**config.mk**
```make
export PLATFORM = sky130hd
export DESIGN_NAME = cuckoo_ctrl
export DESIGN_NICKNAME = d
export VERILOG_FILES = /design/src/rtl/cuckoo_pkg.sv /design/src/rtl/cuckoo_hash.sv /design/src/rtl/cuckoo_ctrl.sv
export SDC_FILE = /design/constraint.sdc
export NUM_CORES = 2
export LEC_CHECK = 0
export CORE_UTILIZATION = 55
export DETAILED_ROUTE_END_ITERATION = 7
export PLACE_DENSITY = 0.72
export SETUP_SLACK_MARGIN = 0.4
export SLEW_MARGIN = 40
export SYNTH_ARGS = -nofsm -noshare
export SYNTH_HDL_FRONTEND = slang
export SYNTH_SLANG_ARGS = --single-unit
export TNS_END_PERCENT = 100
```
**constraint.sdc**
```tcl
create_clock -name clk -period 17.3 [get_ports clk]
set_clock_uncertainty 0.1 [all_clocks]
set_input_delay 3.46 -clock clk [delete_from_list [all_inputs] [get_ports clk]]
set_output_delay 3.46 -clock clk [all_outputs]
set_load 0.02 [all_outputs]
```
**src/rtl/cuckoo_pkg.sv**
```systemverilog
// Shared encodings for the cuckoo hash controller: request opcodes and FSM states.
package cuckoo_pkg;

    typedef enum logic [1:0] {
        OP_INSERT = 2'd0,
        OP_LOOKUP = 2'd1,
        OP_DELETE = 2'd2,
        OP_CLEAR  = 2'd3
    } op_e;

    typedef enum logic [2:0] {
        S_IDLE  = 3'd0,
        S_PROBE = 3'd1,
        S_KICK1 = 3'd2,
        S_KICK2 = 3'd3,
        S_RESP  = 3'd4
    } state_e;

endpackage

```
**src/rtl/cuckoo_hash.sv**
```systemverilog
// Combinational hash pair: h1 = k mod N, h2 = (k div N) mod N, unsigned.
module cuckoo_hash #(
    parameter int TABLE_SIZE = 20,
    parameter int KEY_W      = 32,
    localparam int IDX_W     = (TABLE_SIZE > 1) ? $clog2(TABLE_SIZE) : 1
) (
    input  logic [KEY_W-1:0] i_key,
    output logic [IDX_W-1:0] o_h1,
    output logic [IDX_W-1:0] o_h2
);

    localparam logic [KEY_W-1:0] SIZE_K = KEY_W'(TABLE_SIZE);

    // Both results are below TABLE_SIZE, so truncation to IDX_W loses nothing.
    assign o_h1 = IDX_W'(i_key % SIZE_K);
    assign o_h2 = IDX_W'((i_key / SIZE_K) % SIZE_K);

endmodule

```
**src/rtl/cuckoo_ctrl.sv**
```systemverilog
// Two-table cuckoo hash controller: serialises INSERT/LOOKUP/DELETE/CLEAR and runs
// the bounded eviction loop. MAX_KICKS must fit in CNT_W bits.
module cuckoo_ctrl
    import cuckoo_pkg::*;
#(
    parameter int TABLE_SIZE = 20,
    parameter int KEY_W      = 32,
    parameter int MAX_KICKS  = 16,
    localparam int CNT_W     = $clog2(2*TABLE_SIZE+1)
) (
    input  logic             clk,
    input  logic             reset_n,
    input  logic             req_valid,
    output logic             req_ready,
    input  logic [1:0]       req_op,
    input  logic [KEY_W-1:0] req_key,
    output logic             resp_valid,
    output logic             resp_hit,
    output logic             resp_fail,
    output logic [KEY_W-1:0] resp_key,
    output logic [CNT_W-1:0] resp_kicks,
    output logic [CNT_W-1:0] count
);

    localparam int IDX_W = (TABLE_SIZE > 1) ? $clog2(TABLE_SIZE) : 1;

    logic [KEY_W-1:0] table1        [0:TABLE_SIZE-1];
    logic [KEY_W-1:0] table2        [0:TABLE_SIZE-1];
    logic             table1_filled [0:TABLE_SIZE-1];
    logic             table2_filled [0:TABLE_SIZE-1];

    state_e           r_state, w_state_next;
    op_e              r_op;
    logic [KEY_W-1:0] r_cur_key, r_req_key, r_resp_key;
    logic [CNT_W-1:0] r_kicks, r_count, r_resp_kicks;
    logic             r_resp_hit, r_resp_fail;

    logic [IDX_W-1:0] w_h1, w_h2;
    logic [KEY_W-1:0] w_evict;
    logic             w_hit1, w_hit2, w_present, w_last, w_accept;
    logic             w_wr1, w_wr2, w_del1, w_del2, w_clr_all;
    logic             w_inc, w_dec, w_swap, w_done, w_hit, w_fail;

    cuckoo_hash #(.TABLE_SIZE(TABLE_SIZE), .KEY_W(KEY_W)) u_hash (
        .i_key (r_cur_key),
        .o_h1  (w_h1),
        .o_h2  (w_h2)
    );

    assign w_hit1    = table1_filled[w_h1] && (table1[w_h1] == r_cur_key);
    assign w_hit2    = table2_filled[w_h2] && (table2[w_h2] == r_cur_key);
    assign w_present = w_hit1 || w_hit2;
    // A swap in this cycle makes kicks reach MAX_KICKS: the evicted key is dropped.
    assign w_last    = (r_kicks == CNT_W'(MAX_KICKS - 1));
    assign w_evict   = w_wr1 ? table1[w_h1] : table2[w_h2];
    assign w_accept  = (r_state == S_IDLE) && req_valid;

    assign req_ready  = (r_state == S_IDLE);
    assign resp_valid = (r_state == S_RESP);
    assign resp_hit   = r_resp_hit;
    assign resp_fail  = r_resp_fail;
    assign resp_key   = r_resp_key;
    assign resp_kicks = r_resp_kicks;
    assign count      = r_count;

    // FSM state register.
    always_ff @(posedge clk or negedge reset_n) begin
        // NOTE: sequential state uses non-blocking assignments so every flop samples pre-edge values.
        if (!reset_n) r_state <= S_IDLE;
        else          r_state <= w_state_next;
    end

    // Next-state and per-cycle table/counter commands.
    always_comb begin
        // NOTE: every output gets a default first so no path leaves it unassigned (no latch).
        w_state_next = r_state;
        w_wr1 = 1'b0; w_wr2 = 1'b0; w_del1 = 1'b0; w_del2 = 1'b0; w_clr_all = 1'b0;
        w_inc = 1'b0; w_dec = 1'b0; w_swap = 1'b0; w_done = 1'b0; w_hit = 1'b0; w_fail = 1'b0;
        case (r_state)
            S_IDLE: if (req_valid) w_state_next = S_PROBE;
            S_PROBE: begin
                w_state_next = S_RESP;
                w_done       = 1'b1;
                case (r_op)
                    OP_LOOKUP: w_hit = w_present;
                    OP_DELETE: begin
                        w_hit  = w_present;
                        w_del1 = w_hit1;
                        w_del2 = w_hit2;
                        w_dec  = w_present;
                    end
                    OP_CLEAR: w_clr_all = 1'b1;
                    default: begin
                        if (w_present) begin
                            w_hit = 1'b1;
                        end else if (!table1_filled[w_h1]) begin
                            w_wr1 = 1'b1;
                            w_inc = 1'b1;
                        end else if (!table2_filled[w_h2]) begin
                            w_wr2 = 1'b1;
                            w_inc = 1'b1;
                        end else begin
                            w_wr1        = 1'b1;
                            w_swap       = 1'b1;
                            w_fail       = w_last;
                            w_done       = w_last;
                            w_state_next = w_last ? S_RESP : S_KICK2;
                        end
                    end
                endcase
            end
            S_KICK2: begin
                w_wr2 = 1'b1;
                if (!table2_filled[w_h2]) begin
                    w_inc        = 1'b1;
                    w_done       = 1'b1;
                    w_state_next = S_RESP;
                end else begin
                    w_swap       = 1'b1;
                    w_fail       = w_last;
                    w_done       = w_last;
                    w_state_next = w_last ? S_RESP : S_KICK1;
                end
            end
            S_KICK1: begin
                w_wr1 = 1'b1;
                if (!table1_filled[w_h1]) begin
                    w_inc        = 1'b1;
                    w_done       = 1'b1;
                    w_state_next = S_RESP;
                end else begin
                    w_swap       = 1'b1;
                    w_fail       = w_last;
                    w_done       = w_last;
                    w_state_next = w_last ? S_RESP : S_KICK2;
                end
            end
            S_RESP:  w_state_next = S_IDLE;
            default: w_state_next = S_IDLE;
        endcase
    end

    // Request latch, kick loop key/counter, occupancy and response registers.
    always_ff @(posedge clk or negedge reset_n) begin
        if (!reset_n) begin
            r_op         <= OP_INSERT;
            r_cur_key    <= '0;
            r_req_key    <= '0;
            r_kicks      <= '0;
            r_count      <= '0;
            r_resp_hit   <= 1'b0;
            r_resp_fail  <= 1'b0;
            r_resp_key   <= '0;
            r_resp_kicks <= '0;
        end else begin
            if (w_accept) begin
                r_op      <= op_e'(req_op);
                r_req_key <= req_key;
                r_cur_key <= req_key;
                r_kicks   <= '0;
            end
            if (w_swap) begin
                r_cur_key <= w_evict;
                r_kicks   <= r_kicks + 1'b1;
            end
            if (w_clr_all)  r_count <= '0;
            else if (w_inc) r_count <= r_count + 1'b1;
            else if (w_dec) r_count <= r_count - 1'b1;
            if (w_done) begin
                r_resp_hit   <= w_hit;
                r_resp_fail  <= w_fail;
                r_resp_key   <= w_fail ? w_evict : r_req_key;
                r_resp_kicks <= w_swap ? (r_kicks + 1'b1) : r_kicks;
            end
        end
    end

    // Filled bits: cleared by reset and CLEAR, set on write, dropped on DELETE.
    always_ff @(posedge clk or negedge reset_n) begin
        if (!reset_n) begin
            for (int i = 0; i < TABLE_SIZE; i++) begin
                table1_filled[i] <= 1'b0;
                table2_filled[i] <= 1'b0;
            end
        end else if (w_clr_all) begin
            for (int i = 0; i < TABLE_SIZE; i++) begin
                table1_filled[i] <= 1'b0;
                table2_filled[i] <= 1'b0;
            end
        end else begin
            if (w_wr1)  table1_filled[w_h1] <= 1'b1;
            if (w_del1) table1_filled[w_h1] <= 1'b0;
            if (w_wr2)  table2_filled[w_h2] <= 1'b1;
            if (w_del2) table2_filled[w_h2] <= 1'b0;
        end
    end

    // Key storage writes; a swap writes cur_key while the old entry is read out combinationally.
    always_ff @(posedge clk) begin
        // NOTE: key storage has no reset; filled bits alone decide validity, so stale data is harmless.
        if (w_wr1) table1[w_h1] <= r_cur_key;
        if (w_wr2) table2[w_h2] <= r_cur_key;
    end

endmodule

```
Word-level counts from Yosys, hierarchy flattened
Memory sizes are Yosys's and may differ from the RTL's.
Cells that the tools add are included.
{ "word_totals": {"register_bits": 161, "latchBits": 0, "ramBits": 1280, "mem_bits_ro": 0, "inputBits": 37, "out_inout_bits": 48, "wordCells": 177, "mem_count": 2} }
{ "mem_list": {"columns": ["memory", "words", "word_bits", "read_ports", "rd_clocked_by_memory_dff", "wr", "line", "rtl"], "rows": [
  ["table1", 20, 32, 1, 0, 1, "cuckoo_ctrl.sv:27", "logic [KEY_W-1:0] table1 [0:TABLE_SIZE-1];"],
  ["table2", 20, 32, 1, 0, 1, "cuckoo_ctrl.sv:28", "logic [KEY_W-1:0] table2 [0:TABLE_SIZE-1];"]
]} }
{ "classes": {"addsub": 3, "n_mul": 0, "n_div": 3, "order_cmp": 4, "n_eq_ne": 11, "shifts": 0, "n_mux": 85, "bitwise": 8, "reduce_logical": 11} }
{ "ops": {"columns": ["cell", "n"], "rows": [
  ["$mux 20", 8],
  ["$mux 32", 4],
  ["$eq 32x32->1", 2],
  ["$mod 32x5->32 const B", 2],
  ["$mux 1", 46],
  ["$and 20x20->20", 2],
  ["$not 20->20", 2],
  ["$or 20x20->20", 2],
  ["$mux 6", 6],
  ["$div 32x5->32 const B", 1],
  ["$mux 3", 9],
  ["$add 6x1->6 const B", 2],
  ["$ge 6x6->1 const B", 2],
  ["$lt 6x1->1 const B", 2],
  ["$not 5->6", 2],
  ["$pmux 1 s3", 4],
  ["$pmux 3 s4", 1],
  ["$bmux 1 s5", 2],
  ["$demux 1 s5", 2],
  ["$eq 3x2->1 const B", 2],
  ["$eq 6x4->1 const B", 1],
  ["$pmux 1 s2", 3],
  ["$sub 6x1->6 const B", 1],
  ["$logic_and 1x1->1", 5],
  ["11 further kinds", 12]
]} }

Depth between registers and ports, before layout
{ "logic_depth": {"depth_word": 16, "depth_mapped": 69, "ltp_nobuf": 54} }

By module
Synthesis repeated with hierarchy kept, for this count alone.
{ "hier_totals": {"hier_cells": 4643, "hier_area_um2": 66214.8} }
{ "by_module_without_submodules": {"columns": ["module", "instances", "cells_per_inst", "area_each_um2", "seq_area_each_um2"], "rows": [
  ["cuckoo_ctrl", 1, 3445, 58514.9, 42465.7],
  ["cuckoo_hash", 1, 1198, 7699.9, 0.0]
]} }

Least setup slack after synthesis
OpenSTA, ideal clock, no wires.
{ "synth_timing": {"path_kind": "register to register", "startpoint": "register r_cur_key[29]", "endpoint": "register table1_filled[11] (netlist bit)", "setup_ns": 0.079, "arrival_time_ns": 16.384, "t_required_ns": 17.121, "slack_ns": 0.737, "stages_incl_launch_ff": 56, "n_path_buf": 10, "period_less_slack_ns": 16.563, "path_cell_list": "dfrtp_1 buf_4 or3b_1 or3b_1 and2_4 nand2_2 nor3_1 a221oi_4 or2_1 buf_6 nor4_1 or3_1 buf_2 or3_1 buf_2 a211o_1 a32o_2 and4_1 [20 not listed] ha_1 o41ai_1 a311oi_1 o21ai_4 xnor2_4 buf_4 buf_2 buf_2 mux2i_1 a222oi_1 nand2_1 o2111ai_1 nor3_1 nand4_4 a41oi_4 clkbuf_1 nor4_1 o221a_2"} }
{ "synth_via": {"elab_chain_cells": 16, "word_cells_on_any_way": 37, "classes_between": "3 x div; 2 x order compare; 2 x eq/ne; 19 x mux; 5 x bitwise; 4 x reduce/logical; 2 x memory"} }
{ "synth_rtl": {"columns": ["item", "line", "rtl"], "rows": [
  ["start: declaration", "cuckoo_ctrl.sv:34", "logic [KEY_W-1:0] r_cur_key, r_req_key, r_resp_key;"],
  ["start signal: assignment", "cuckoo_ctrl.sv:159", "r_cur_key <= req_key;"],
  ["start signal: assignment", "cuckoo_ctrl.sv:163", "r_cur_key <= w_evict;"],
  ["parallel branches: the longest is 14 deep, another holds $div 32x5->32", null, null],
  ["$mux 20 (*)", "cuckoo_ctrl.sv:192", "if (w_del1) table1_filled[w_h1] <= 1'b0;"],
  ["$mux 20 (*)", "cuckoo_ctrl.sv:185", "end else if (w_clr_all) begin"],
  ["end signal: indexed assignment", "cuckoo_ctrl.sv:187", "table1_filled[i] <= 1'b0;"],
  ["end signal: indexed assignment", "cuckoo_ctrl.sv:191", "if (w_wr1) table1_filled[w_h1] <= 1'b1;"],
  ["end signal: indexed assignment", "cuckoo_ctrl.sv:192", null],
  ["end: declaration", "cuckoo_ctrl.sv:29", "logic table1_filled [0:TABLE_SIZE-1];"]
]} }
Every way passes the cells marked *. The select of a mux whose other input is x is not followed.
A chain may end at the register's enable or synchronous reset.

Final worst setup path
{ "layout_timing": {"startpoint": "register r_cur_key[31]", "endpoint": "register r_count[5] (netlist: count[5])"} }
{ "layout_via": {"elab_chain_cells": 13, "word_cells_on_any_way": 29, "classes_between": "3 x div; 2 x eq/ne; 16 x mux; 2 x bitwise; 4 x reduce/logical; 2 x memory"} }
{ "layout_rtl": {"columns": ["item", "line", "rtl"], "rows": [
  ["parallel branches: the longest is 13 deep, another holds $div 32x5->32", null, null],
  ["end signal: assignment", "cuckoo_ctrl.sv:167", "else if (w_inc) r_count <= r_count + 1'b1;"],
  ["end signal: assignment", "cuckoo_ctrl.sv:168", "else if (w_dec) r_count <= r_count - 1'b1;"],
  ["end: declaration", "cuckoo_ctrl.sv:35", "logic [CNT_W-1:0] r_kicks, r_count, r_resp_kicks;"]
]} }
Several ways; the timed one is not identified. The select of a mux whose other input is x is not followed.

==> summary.txt <==
Status
  • Status: complete, but fails checks
  • Failing checks: design-rule violations

Logic synthesis
  • Post-synth EDFFs: 1,280
  • Yosys cell types: 138
  • Sequential share of the synthesized area: 64.1%
  • Synth async-reset ratio: 11.2%
  • Syn Area/Cell: 15.1 um2
  • Yosys reg bits: 1,441
  • Synthesized net count: 4,419
  • Mapped Area: 66,200 um2
  • Gate Count Post-Synth: 4,373
  • Post-synth top flop: edfxtp_1
  • Ys Warns: 0

Timing
  • Hold Vio Cnt, Final: 0
  • Setup TNS: 0 ns
  • F_max: 61.2 MHz
  • Fin crit period: 16.33 ns
  • Final Setup Violations: 0
  • Slew HR: 37.4%
  • Worst-Margin Slew: 0.936 ns
  • Fin. max-slew vios: 0
  • Final Cycle Share: 94.4%
  • Fin Hold WS: 0.376 ns
  • RSZ-0062 raised after global routing: no

Clock tree
  • CTS Buffer Depth: 3
  • CTS Buf Count: 145
  • Clock Tree Root: clkbuf_16
  • Later-pin clock latency in the skew report: 0.79 ns
  • Hold_buf cts: 0
  • Sink Count: 1,441
  • Clock-pin slew on the worst setup and hold paths: 0.06 ns
  • # H-tree levels: 4
  • CTS tree: yes

Layout
  • Finished Layout Cells: 6,247
  • Post-route cell area: 74,800 um2
  • Final net count: 4,579
  • Layout cells sized above 1: 21.9%
  • Area grow syn2layout: 12.9%
  • N_diodes: 0

Drt
  • Drt pass-1 iters: 8
  • Routed WL: 194,000 um
  • DRC viols: 1
  • WL per Instance: 31.0 um
  • Post-DRT Antenna Nets: 0
  • Vias post-DR: 43,600
  • Vias/cell: 6.98
  • Iter 0 DRT Violations: 6,838

Floorplanning
  • IO Count: 85
  • Die height: 349 um
  • Die area: 122,000 um2
  • Initial Util: 55.8%
  • Die width: 349 um
  • Core box area: 119,000 um2
  • Site Rows: 126

Critical path
  • Crit start category: flip-flop
  • Setup crit end kind: flip-flop
  • WS Path Type: flip-flop to flip-flop
  • Crit-path slowest cell: a2111oi_1
  • Critical Path RT: 17.90 ns
  • Arr. time, crit path: 16.93 ns
  • Crit-path max cell delay: 0.76 ns
  • Worst-path maximum fanout: 37

Global routing
  • Met3 Use GR: 8.40%
  • Gr usage total: 31.9%
  • Largest net degree at the start of global routing: 85
  • Gr ovfl total: 0
  • Top Usage Layer GRT: met2
  • Initial antenna violation count: 6
  • First-pass GRT wire length: 284,000 um
  • Met1 GRT Util: 45.6%
  • Vias in the first global route: 41,200
  • Met2 GRT Util: 46.8%

Placement
  • Placed Area: 69,900 um2
  • Hpwl dp: 121,000 um
  • Placed Cells: 5,976
  • Number of port buffers: 84
  • Routability congestion estimate: 0.982

Worst hold path
  • Min-delay worst type: flip-flop to flip-flop

Run
  • Max_cap viols: 0
==> final timing paths <==
path | slack (ns) | to | depth (start not counted) | start
worst max-delay path | 0.97 | count[5] | 53 | r_cur_key[31]
max in group asynchronous | 13.31 | r_cur_key[7] | 2 | reset_n
worst min-delay path | 0.38 | resp_key[14] | 1 | r_req_key[14]
worst min register to register | 0.38 | resp_key[14] | 1 | r_req_key[14]
min in group asynchronous | 2.58 | resp_kicks[5] | 1 | reset_n
worst max register to register | 0.97 | count[5] | 53 | r_cur_key[31]
==> cell families (layout without fill, tap and decap cells) <==
kind of cell               Yosys count  in the layout  synth area share, %
and+or+nand+nor                   1082           1082                 8.10
adders and majority gates           15             15                0.272
buffers and inverters              370            644                 2.58
DFF                               1441           1441                 64.1
xor gates and xnor gates            59             59                0.809
AOI/OAI and AO/OA                  938            938                 11.0
muxes                              468            468                 13.1
==> flip-flops by register name (all words and copies together) (netlist names) <==
signal,count
table1,640
table2,640
r_cur_key,32
r_req_key,32
resp_key,32
table1_filled,20
table2_filled,20
count,6
r_kicks,6
resp_kicks,6
r_state,3
r_op,2
resp_fail,1
resp_hit,1
==> cell usage in the layout (no fill, tap or decap), drive strengths merged, types with 19 or more instances in the layout <==
cell type / Yosys / routed
o21ai: 145 / 145
o2111ai: 22 / 22
nand3: 91 / 91
nor3: 120 / 120
o31ai: 26 / 26
buf: 131 / 235
and2: 34 / 34
mux2: 71 / 71
dfrtp: 161 / 161
a22oi: 48 / 48
a21o: 32 / 32
a2111oi: 30 / 30
o21a: 34 / 34
a211oi: 50 / 50
o221a: 21 / 21
a31oi: 26 / 26
mux2i: 87 / 87
clkinv: 6 / 65
edfxtp: 1280 / 1280
a22o: 36 / 36
o22ai: 24 / 24
inv: 59 / 64
o221ai: 24 / 24
xnor2: 51 / 51
nor2: 211 / 211
mux4: 310 / 310
and3: 19 / 19
o211ai: 37 / 37
a21oi: 145 / 145
clkbuf: 174 / 185
nand4: 34 / 34
clkdlybuf4s50: 0 / 83
or3: 20 / 20
nor4: 54 / 54
a221o: 37 / 37
nand2: 391 / 391
==> layer usage <==
metal  wire length, um  vias up
met5                27        -
met4              8610        4
met3             24600      509
met2             86000     3076
met1             74700    22000
li1                  -    18100
==> through the flow <==
stage | util (%) | worst slack [ns]
3_5_place_dp | 58.9 | 0.493
3_3_place_gp | 58.8 | 0.619
4_1_cts | 62.7 | 0.481
5_1_grt | 63.0 | 0.373
6_report | 63.0 | 0.969
2_1_floorplan | - | 0.737
==> area by class of cell <==
| cell class | count | area (um2) |
|---|---|---|
| clock buffers | 185 | 3950 |
| repair buffers | 318 | 2850 |
| fillers | 8377 | 43900 |
| well taps | 1600 | 2000 |
| multi-input cells | 2562 | 22600 |
| inverters | 65 | 246 |
| clock inverters | 76 | 573 |
| flip-flops and latches | 1441 | 42500 |
==> critical path, delay by kind of cell (launching register included) <==
kind | cells | cell delay [ns]
flops | 1 | 0.71
buf+inv | 4 | 1.20
mux | 1 | 0.37
compound gates | 18 | 5.32
simple gates | 27 | 8.01
fa+ha+maj | 1 | 0.26
xor+xnor | 2 | 0.21
==> cell usage after synthesis (all sizes together), types with 13 or more instances <==
cell type,instances,share of area [%]
a2111oi,30,0.50
a211o,15,0.20
a211oi,50,0.60
a21o,32,0.36
a21oi,145,1.1
a221o,37,0.56
a221oi,15,0.26
a22o,36,0.48
a22oi,48,0.56
a311oi,17,0.25
a31oi,26,0.30
a32oi,13,0.24
and2,34,0.33
and3,19,0.18
buf,131,1.2
clkbuf,174,0.99
dfrtp,161,6.1
edfxtp,1280,58
inv,59,0.34
mux2,71,1.2
mux2i,87,1.3
mux4,310,11
nand2,391,2.2
nand2b,18,0.17
nand3,91,0.70
nand4,34,0.34
nor2,211,1.3
nor3,120,0.98
nor4,54,0.63
nor4b,18,0.24
o2111ai,22,0.31
o211ai,37,0.43
o21a,34,0.39
o21ai,145,1.1
o221a,21,0.37
o221ai,24,0.33
o22ai,24,0.23
o31ai,26,0.31
o32ai,14,0.24
or3,20,0.20
xnor2,51,0.70
==> repair_timing <==
action	4_1_cts	5_1_grt
endpoints found under the setup margin	0	1363
resized for setup	0	42
endpoints found under the hold margin	0	0
setup buffers	0	6
Power is not shown: default switching activity piles up to over one toggle a cycle in this logic, so the estimate is an artifact.
